<file path="src/rtl/lspc_clkdiv_gen.sv">
// Clock-enable generator: binary divider chain with per-stage enables plus a
// programmable integer divider with a half-rate output, driven from EN_P/EN_N.
module lspc_clkdiv_gen #(
  parameter int STAGES      = 4,
  parameter int RESET_PHASE = 2,
  parameter int ODIV_W      = 3
) (
  input  logic              CLK,
  input  logic              RESET,
  input  logic              EN_P,
  input  logic              EN_N,
  input  logic              HOLD,
  input  logic              RESYNC,
  input  logic [ODIV_W-1:0] ODIV,
  output logic [STAGES-1:0] DIV_CNT,
  output logic              CARRY,
  output logic [STAGES-1:0] BEN_P,
  output logic [STAGES-1:0] BEN_N,
  output logic              OCLK,
  output logic              OHALF,
  output logic              OEN_P,
  output logic              OEN_N
);

  localparam logic [STAGES-1:0] PHASE   = STAGES'(RESET_PHASE);
  localparam logic [STAGES-1:0] CNT_ONE = STAGES'(1);
  localparam logic [ODIV_W-1:0] O_ONE   = ODIV_W'(1);
  localparam logic [ODIV_W-1:0] O_TWO   = ODIV_W'(2);

  logic              resync_pend;
  logic [ODIV_W-1:0] ocnt;
  logic [ODIV_W-1:0] ratio;
  logic [ODIV_W-1:0] ratio_last;
  logic [ODIV_W-1:0] odiv_eff;
  logic              en_p_ok;
  logic              en_n_ok;
  logic              ocnt_last;
  logic              ofall;
  logic              orise;
  logic [STAGES-1:0] ben_p_nxt;
  logic [STAGES-1:0] ben_n_nxt;

  function automatic logic [STAGES-1:0] stage_mask(input int k);
    logic [STAGES-1:0] m;
    m = '0;
    for (int i = 0; i < STAGES; i++) begin
      m[i] = (i <= k);
    end
    return m;
  endfunction

  // Reset also gates the enables so a reset cycle never emits a pulse.
  always_comb begin
    en_p_ok    = EN_P && !HOLD && !RESET;
    en_n_ok    = EN_N && !HOLD && !RESET;
    odiv_eff   = (ODIV < O_TWO) ? O_TWO : ODIV;
    ratio_last = ratio - O_ONE;
    ocnt_last  = (ocnt == ratio_last);
    ofall      = en_p_ok && ocnt_last;
    orise      = en_n_ok && (ocnt == '0);
  end

  always_comb begin
    ben_p_nxt = '0;
    ben_n_nxt = '0;
    for (int k = 0; k < STAGES; k++) begin
      ben_p_nxt[k] = en_p_ok && ((DIV_CNT & stage_mask(k)) == (stage_mask(k) >> 1));
      ben_n_nxt[k] = en_p_ok && ((DIV_CNT & stage_mask(k)) == stage_mask(k));
    end
  end

  // A RESYNC arriving in the same cycle as a consuming EN_N re-arms the flag.
  always_ff @(posedge CLK) begin
    if (RESET) begin
      DIV_CNT     <= PHASE;
      resync_pend <= 1'b0;
    end else begin
      if (en_n_ok) begin
        if (resync_pend) begin
          DIV_CNT     <= PHASE;
          resync_pend <= 1'b0;
        end else begin
          DIV_CNT <= DIV_CNT + CNT_ONE;
        end
      end
      if (RESYNC) begin
        resync_pend <= 1'b1;
      end
    end
  end

  always_ff @(posedge CLK) begin
    if (RESET) begin
      BEN_P <= '0;
      BEN_N <= '0;
    end else begin
      BEN_P <= ben_p_nxt;
      BEN_N <= ben_n_nxt;
    end
  end

  // The ratio is only relatched on wrap, so a new ODIV never shortens a period.
  always_ff @(posedge CLK) begin
    if (RESET) begin
      ocnt  <= '0;
      ratio <= odiv_eff;
      OCLK  <= 1'b1;
      OHALF <= 1'b0;
    end else begin
      if (en_n_ok) begin
        if (ocnt_last) begin
          ocnt  <= '0;
          ratio <= odiv_eff;
        end else begin
          ocnt <= ocnt + O_ONE;
        end
      end
      if (ofall) begin
        OCLK <= 1'b0;
      end else if (orise) begin
        OCLK <= 1'b1;
      end
      if (ofall) begin
        OHALF <= ~OHALF;
      end
    end
  end

  assign CARRY = &DIV_CNT;
  assign OEN_P = ofall && !OHALF;
  assign OEN_N = ofall && OHALF;

endmodule

</file>
<file path="config.mk">
export PLATFORM = sky130hd
export DESIGN_NAME = lspc_clkdiv_gen
export DESIGN_NICKNAME = d
export VERILOG_FILES = /design/src/rtl/lspc_clkdiv_gen.sv
export SDC_FILE = /design/constraint.sdc
export NUM_CORES = 1
export LEC_CHECK = 0
export CORE_MARGIN = 2
export CORE_UTILIZATION = 50
export DETAILED_ROUTE_END_ITERATION = 16
export PLACE_DENSITY_LB_ADDON = 0.12
export SYNTH_ARGS = -nofsm -noshare
export SYNTH_HDL_FRONTEND = slang
export SYNTH_SLANG_ARGS = --single-unit
</file>
<file path="constraint.sdc">
create_clock -name CLK -period 3 [get_ports CLK]
set_input_delay 0.6 -clock CLK [delete_from_list [all_inputs] [get_ports CLK]]
set_output_delay 0.6 -clock CLK [all_outputs]
set_load 0.005 [all_outputs]
</file>
==> reports/summary.md, run 1 <==
The detail route stage leaves a number of antenna-violating nets equal to 0. Setup violations remaining at the end of the flow were counted as 0. The clock-pin slew of the registers on the worst-case setup and hold paths was 120 ps.

Setup repair after global routing left no endpoint under its margin. The run finished with clean final reports. The first-pass iteration count of the detailed router was 4. For this design the top-level I/O count stands at 26. The detailed-route wire length per cell is 13.17 um. After the first detailed-routing iteration, the DRC count stood at 7. The core region area is 0.001764 sq mm, and the overall via count from detail_route is 715. The number of flip-flops and latches in the synthesized netlist came out at 21.

The number of antenna violations at the first check in global routing is 0. In the post-synthesis netlist, the biggest area contributors are sky130_fd_sc_hd__dfxtp_1 (38%), sky130_fd_sc_hd__edfxtp_1 (9.4%), sky130_fd_sc_hd__ha_1 (9.2%), sky130_fd_sc_hd__and2_1 (3.9%), sky130_fd_sc_hd__a2111oi_4 (2.9%). The total inserted antenna cells was 0; the area growth from synthesis to layout was 32.90%.

Leaving out fill and tap cells, the most frequent cell in the layout is sky130_fd_sc_hd__clkdlybuf4s50_1. Buffers inserted during clock tree synthesis total 3. The final-report hold violation count is 0, and the proportion of netlist area held by the largest area contributor is 0.3775. In this run the top signal layer used is met3.

Across the run, the number of max-cap violations was 0. Summing all multi-input logic gate instances after layout gives 465.4 sq um. Routability-driven placement finished with a final weighted congestion of 0.7271. The clock power share was 0.268.

The sequential cell area fraction in the yosys report was 0.4718. The run gives 21 as the total clock sinks. In the detailed route, the total length drawn on met2 is 878 um. Static timing analysis puts the maximum clock frequency at 0.3624 GHz. Along the worst path, the maximum fanout reaches 4. The global-route total usage across every layer was 0.1989. The die width is 47.70 um. The tools report the kind of start point of the critical path as a primary input. In this run the deepest clock path goes through 2 buffers. The worst setup timing slack at the placement stage was 222.1 ps; the mean instance size in the synthesized netlist was 10.49 sq um. VDD sags by at most 314.4 uV. The number of hold buffers added after CTS is 0. In the layout the commonest cells are sky130_fd_sc_hd__clkdlybuf4s50_1 (25), sky130_fd_sc_hd__dfxtp_1 (18), sky130_fd_sc_hd__ha_1 (7). The library cell with the largest summed area after synthesis was sky130_fd_sc_hd__dfxtp_1. After synthesis the cells add up to 954.7 sq um. The net switching fraction of the power came out at 0.2418. For the initial cell density of the core, the log shows 0.5411. Buffers added to address setup during post-CTS repair amount to 0. On the final layout, the worst hold slack is 507.8 ps.

For the via count of the first global-routing pass, the log shows 671. By startpoint and endpoint, the worst setup path is classified as in2out. TritonCTS built the clock tree. The logs give 140 for the cell total after placement and 144 for the number of standard cells in the final layout excluding fillers. The post-cts resize count was 0; the number of distinct library cells after synthesis was 35.

Shortest clock period the worst path allows after layout: 2760 ps. For the routed wire length on met3, the log shows 69 um. Synthesis produced 91 cells.

The share of async-settable or async-resettable flops after synthesis was 0. Summed over all layers, the global routing overflow is 0. The number of nets handed over by synthesis was 107. The count of port buffers added during placement is 25, and the number of vias per cell is 4.965. The insertion delay of the later-clocked pin in the worst-skew pair was 300 ps.

The number of enable flip-flop cells after synthesis was 3; the net switching component of the power was 122.0 uW. The die is 47.70 um tall. The tools report the power share of the combinational group as 0.131. Entering global routing, the biggest net connects 15 pins. The logs give 1433 um for the estimated wirelength of the detail-placed design and 240.3 ps for the final worst-path setup slack. The global-route wire length before repair is 3111 um, and the worst setup skew after layout is 5.736 ps. The final clock period utilization by the worst path was 0.9199. STA classifies the critical path endpoint as an output port. The fill cell total of the finished layout is 156.

The count of pins over their slew limit came out at 0. At the worst endpoint, the required time is 2400 ps. In this run the power density over the cells is 397.6 mW/mm^2.

The area of the die is 0.002275 sq mm, and the H-tree depth is 1. The tools report the internal power as 382.4 uW. During synthesis, Yosys emitted a total of 0 warnings. The run gives 2160 ps as the critical path data arrival time. The tools report the normalized max-slew margin as 0.7413. Adding up every negative setup slack in the final design gives 0 ps. For the pin with the worst max-slew slack, the measured transition is 388.0 ps. The layout cell share with drive strength beyond 1 came out at 0.09244. The root buffer cell chosen for the clock tree is sky130_fd_sc_hd__clkbuf_4. The total wire length after detailed routing came out at 1896 um. In the final routing, the length of wire on met1 measures 949 um. The finished cells cover 0.001269 sq mm. For the sequential share of power, the log shows 0.601. For this run, the post-layout net count is 136. The sequential cells in the finished layout cover a total of 450.4 sq um. In the routed design, unresolved DRC markers number 0.

Most frequently used flop master after synthesis: sky130_fd_sc_hd__dfxtp_1. The worst hold path belongs to the class reg2reg. For the floorplan row count, the log shows 15. Summed over all cells, the static leakage comes to 0.5205 nW.

For the instance area after placement, the log shows 0.001242 sq mm.
[Yosys cell counts, types with 2 or more instances]
cell type / count
sky130_fd_sc_hd__nor2_1: 5
sky130_fd_sc_hd__and2_1: 6
sky130_fd_sc_hd__a21oi_1: 4
sky130_fd_sc_hd__clkbuf_1: 2
sky130_fd_sc_hd__xor2_1: 2
sky130_fd_sc_hd__and3_1: 2
sky130_fd_sc_hd__edfxtp_1: 3
sky130_fd_sc_hd__nand2b_1: 3
sky130_fd_sc_hd__dfxtp_1: 18
sky130_fd_sc_hd__nand2_1: 4
sky130_fd_sc_hd__inv_1: 6
sky130_fd_sc_hd__nor3b_1: 2
sky130_fd_sc_hd__mux2i_1: 2
sky130_fd_sc_hd__ha_1: 7
sky130_fd_sc_hd__o21ai_0: 2
sky130_fd_sc_hd__or3_1: 4
[layer usage]
layer | GRT usage | vias up
li1 | - | 366
met1 | 0.2576 | 332
met2 | 0.3253 | 17
met3 | 0.04906 | 0
met4 | 0.06486 | 0
met5 | 0 | -
[kinds of logic after synthesis]
kind of cell	after synthesis	share of synthesized area
flip-flops	21	0.4718
AND/OR/NAND/NOR	35	0.2228
XOR/XNOR	3	0.04194
adder cells (fa/ha/maj)	7	0.09174
buffers and inverters	10	0.04062
multiplexers	2	0.02097
AO/OA/AOI/OAI	13	0.1101
[critical path: stages]
cell	delay [ps]
sky130_fd_sc_hd__clkdlybuf4s50_1	470
sky130_fd_sc_hd__nor3b_2	260
sky130_fd_sc_hd__nand4_1	190
sky130_fd_sc_hd__nor2_1	120
sky130_fd_sc_hd__clkdlybuf4s50_1	510
[worst paths after layout]
path,end,cells past startpoint,from,slack (ps)
min,OCLK,1,OCLK,510
max,OEN_P,5,HOLD,240
max reg2reg,ratio[1],5,ratio[0],1380
min reg2reg,OCLK,1,OCLK,510
[metrics by stage]
stage,total power [mW],util
floorplan,0.3439,-
global placement,0.3727,0.7043
detailed placement,0.3754,0.7043
CTS,0.5046,0.7191
global route,0.5260,0.7191
finish,0.5044,0.7191
[power groups by stage]
stage               clock (mW)  combinational (mW)  sequential, mW
global placement             0              0.0640           0.309
CTS                      0.135              0.0664           0.303
detailed placement           0              0.0659           0.310
floorplan                    0              0.0363           0.308
finish                   0.135              0.0660           0.303
global route             0.148              0.0730           0.305
[cell type report]
type | instances | share of cell area
inverters | 6 | 0.01775
multi-input cells | 60 | 0.3669
well taps | 25 | 0.02465
clock buffers | 4 | 0.02071
repair buffers | 28 | 0.2150
flip-flops and latches | 21 | 0.3550
[flip-flops by register name (all words and copies together), names as in the netlist]
name / flops
BEN_N: 4
BEN_P: 4
DIV_CNT: 4
OCLK: 1
OHALF: 1
ocnt: 3
ratio: 3
resync_pend: 1
(Power assumes the default switching activity.)
==> run 2, diff against run 1 <==
- PLACE_DENSITY: default -> 0.94
- PLACE_DENSITY_LB_ADDON: 0.12 -> default
- SKIP_CTS_REPAIR_TIMING: default -> 1
==> run 2 against run 1 <==
Largest power group unchanged; cell count down 0.69%; core utilization down 0.43 points; critical path depth unchanged; maximum frequency fell by 1.4%; clock skew shrank 4.7 ps; worst setup slack lost 39 ps; cell area shrank 0.59%; register-to-register slack is essentially flat; flip-flop and latch count did not move; wire length up 3.4%.
==> reports/summary.md, run 2 (synthesis gave the netlist of run 1 again) <==
Clock-pin slew was measured on the worst setup and hold paths at 110 ps. The worst setup path is captured at an output port. The die width was 47.70 um; the area growth from synthesis to layout was 32.11%. The beginning of the worst register-to-register path was ratio[0]. The number of nets in the finished design is 135, and the count of port buffers added during placement is 25.

The tools report the normalized max-slew margin as 0.5821. The run gives 3015 um as the global-route wire length before repair. Setup repair after global routing left no endpoint under its margin.

Counting along the longest clock path gives a buffer depth of 2. Detailed placement ended at an HPWL of 1501 um. At the pin with the least slew margin, the transition time is 625.6 ps.

Leaving out fill and tap cells, the most frequent cell in the layout is sky130_fd_sc_hd__clkdlybuf4s50_1. CTS placed an instance of sky130_fd_sc_hd__clkbuf_4 at the clock tree root. The final clock period utilization by the worst path is 0.9329.

The filler cells instantiated in the layout total 132. The run gives 291.4 uV as the worst ir drop on vdd. The critical path's most frequent cell was sky130_fd_sc_hd__clkdlybuf4s50_1.

The layout cell share with drive strength beyond 1 was 0.08475; the area occupied by registers was 450.4 sq um. TritonCTS built the clock tree. The number of vias per cell is 5.203. The count of boundary I/O pins was 26; the final worst-path setup slack was 201.3 ps. Among all stages on the critical path, the largest delay is contributed by sky130_fd_sc_hd__clkdlybuf4s50_1. The tools report the core region area as 0.001764 sq mm. Overall power consumption after layout is estimated at 500.1 uW. The area of the multi-input gates was 465.4 sq um; the largest stage delay on the critical path was 500 ps. Timing analysis after detailed placement gives a worst setup slack of 194.3 ps. The total inserted antenna cells was 0; the final weighted congestion in routability-driven placement was 0.7783. The tools report the number of antenna violations at the first check in global routing as 0. The later pin in the worst-skew pair is clocked with a latency of 290 ps. For flop-to-flop paths, the worst setup slack is 1390 ps. Timing would allow up to 0.3573 GHz. Leaving out fill and tap cells, the most frequent cells in the layout are sky130_fd_sc_hd__clkdlybuf4s50_1 (25), sky130_fd_sc_hd__dfxtp_1 (18), sky130_fd_sc_hd__ha_1 (7). The final-report hold violation count was 0. The maximum net fanout on the critical path came out at 4.

The run finished with clean final reports. The signal on the critical path passes through clkdlybuf4s50_1, nor3b_2, nand4_1, nor2_1, clkdlybuf4s50_1. The die is 47.70 um tall.

For the total wire length after detailed routing, the log shows 1960 um. The floorplan has 15 rows. The tools report the violation count after the first detailed-routing iteration as 11.

For this run, design rule violations remaining after detail routing come to 0. The via count of the first global-routing pass came out at 708. The kind of start point of the critical path was a primary input. The tightest hold path in the finished design has a slack of 498.7 ps. The leakage dissipation is 0.5154 nW, and the critical path buffer and inverter count is 2. The power density relative to cell area is 396.5 mW/mm^2, and the number of cells traversed by the worst register-to-register path is 5.

The kind of cell with the highest combined delay along the critical path is buffers and inverters. The logs give 0.1978 for the global-route total usage across every layer and 15 for the pin count of the biggest net entering global routing. After routing, the total negative slack on setup checks comes to 0 ps. The run gives 1 as the H-tree depth.

Dividing the detail-routed wire length by the instance count gives 13.71 um. Setup violations remaining at the end of the flow were counted as 0. For hold timing, the worst endpoint is OCLK. The detail route stage leaves a number of antenna-violating nets equal to 0. Global routing finished with a remaining overflow of 0. The die covers 0.002275 sq mm. In this run, CTS created clock tree buffers numbering 3. The category of the critical setup timing path was in2out. The shortest clock period the worst path allows after layout is 2799 ps. The first TritonRoute pass finished after 4 iterations. The worst hold path belongs to the class reg2reg. The overall via count from detail_route was 744. The largest registers in the layout are BEN_N x4, BEN_P x4, DIV_CNT x4. The number of maximum-capacitance violations was 0; the cell depth of the worst min-delay path was 1.

STA puts the critical path data required time at 2400 ps. The critical path data arrival time is 2200 ps, and the count of pins over their slew limit is 0. The worst hold path begins at OCLK. The run gives 21 as the total clock sinks. The worst flop-to-flop path endpoint was ratio[2]. The run gives 0.5411 as the initial cell density of the core. For the worst setup skew after layout, the log shows 0.9871 ps.
-- run 2: changes by cell type in the layout (fill, tap and decap cells not counted), sizes merged --
cell  before  now
buf        3    2
-- run 2: area by class of cell --
class	instances	share of cell area
Inverter	6	0.01786
Multi-Input combinational cell	60	0.3690
Timing Repair Buffer	27	0.2103
Tap cell	25	0.02480
Clock buffer	4	0.02083
Sequential cell	21	0.3571
-- run 2: how the worst max path moves through the flow --
stage | start | endpoint | slack [ps] | depth (start not counted)
finish | HOLD | OEN_P | 200 | 5
global route | HOLD | OEN_P | 80 | 5
CTS | HOLD | OEN_P | 190 | 5
detailed placement | HOLD | OEN_P | 190 | 5
global placement | HOLD | OEN_P | 310 | 5
floorplan | ratio[0] | OEN_N | 1170 | 5
-- run 2: routing by layer --
layer | GRT usage | up-vias | wire length (um)
li1 | - | 366 | -
met1 | 0.2028 | 353 | 804
met2 | 0.3547 | 21 | 1064
met3 | 0.04151 | 4 | 56
met4 | 0.1351 | 0 | 35
met5 | 0 | - | 0
-- run 2: report_power, final --
| group | internal [mW] | switching [mW] | total (mW) | leakage (nW) |
|---|---|---|---|---|
| clock | 0.0518 | 0.0790 | 0.131 | 0.0150 |
| sequential | 0.294 | 0.00898 | 0.303 | 0.175 |
| combinational | 0.0357 | 0.0303 | 0.0660 | 0.326 |
-- run 2: per-stage QoR --
| step | std cells | util | instance area [sq um] |
|---|---|---|---|
| finish | 143 | 0.7149 | 1261 |
| global route | 143 | 0.7149 | 1261 |
| CTS | 143 | 0.7149 | 1261 |
| detailed placement | 139 | 0.7000 | 1235 |
| global placement | 139 | 0.7000 | 1235 |
| floorplan | 91 | - | 954.7 |
==> run 3, diff against run 2 <==
- ABC_CLOCK_PERIOD_IN_PS: default -> 3000
==> results of run 3 <==
Final layout, timing and power as in run 2 (identical DEF).
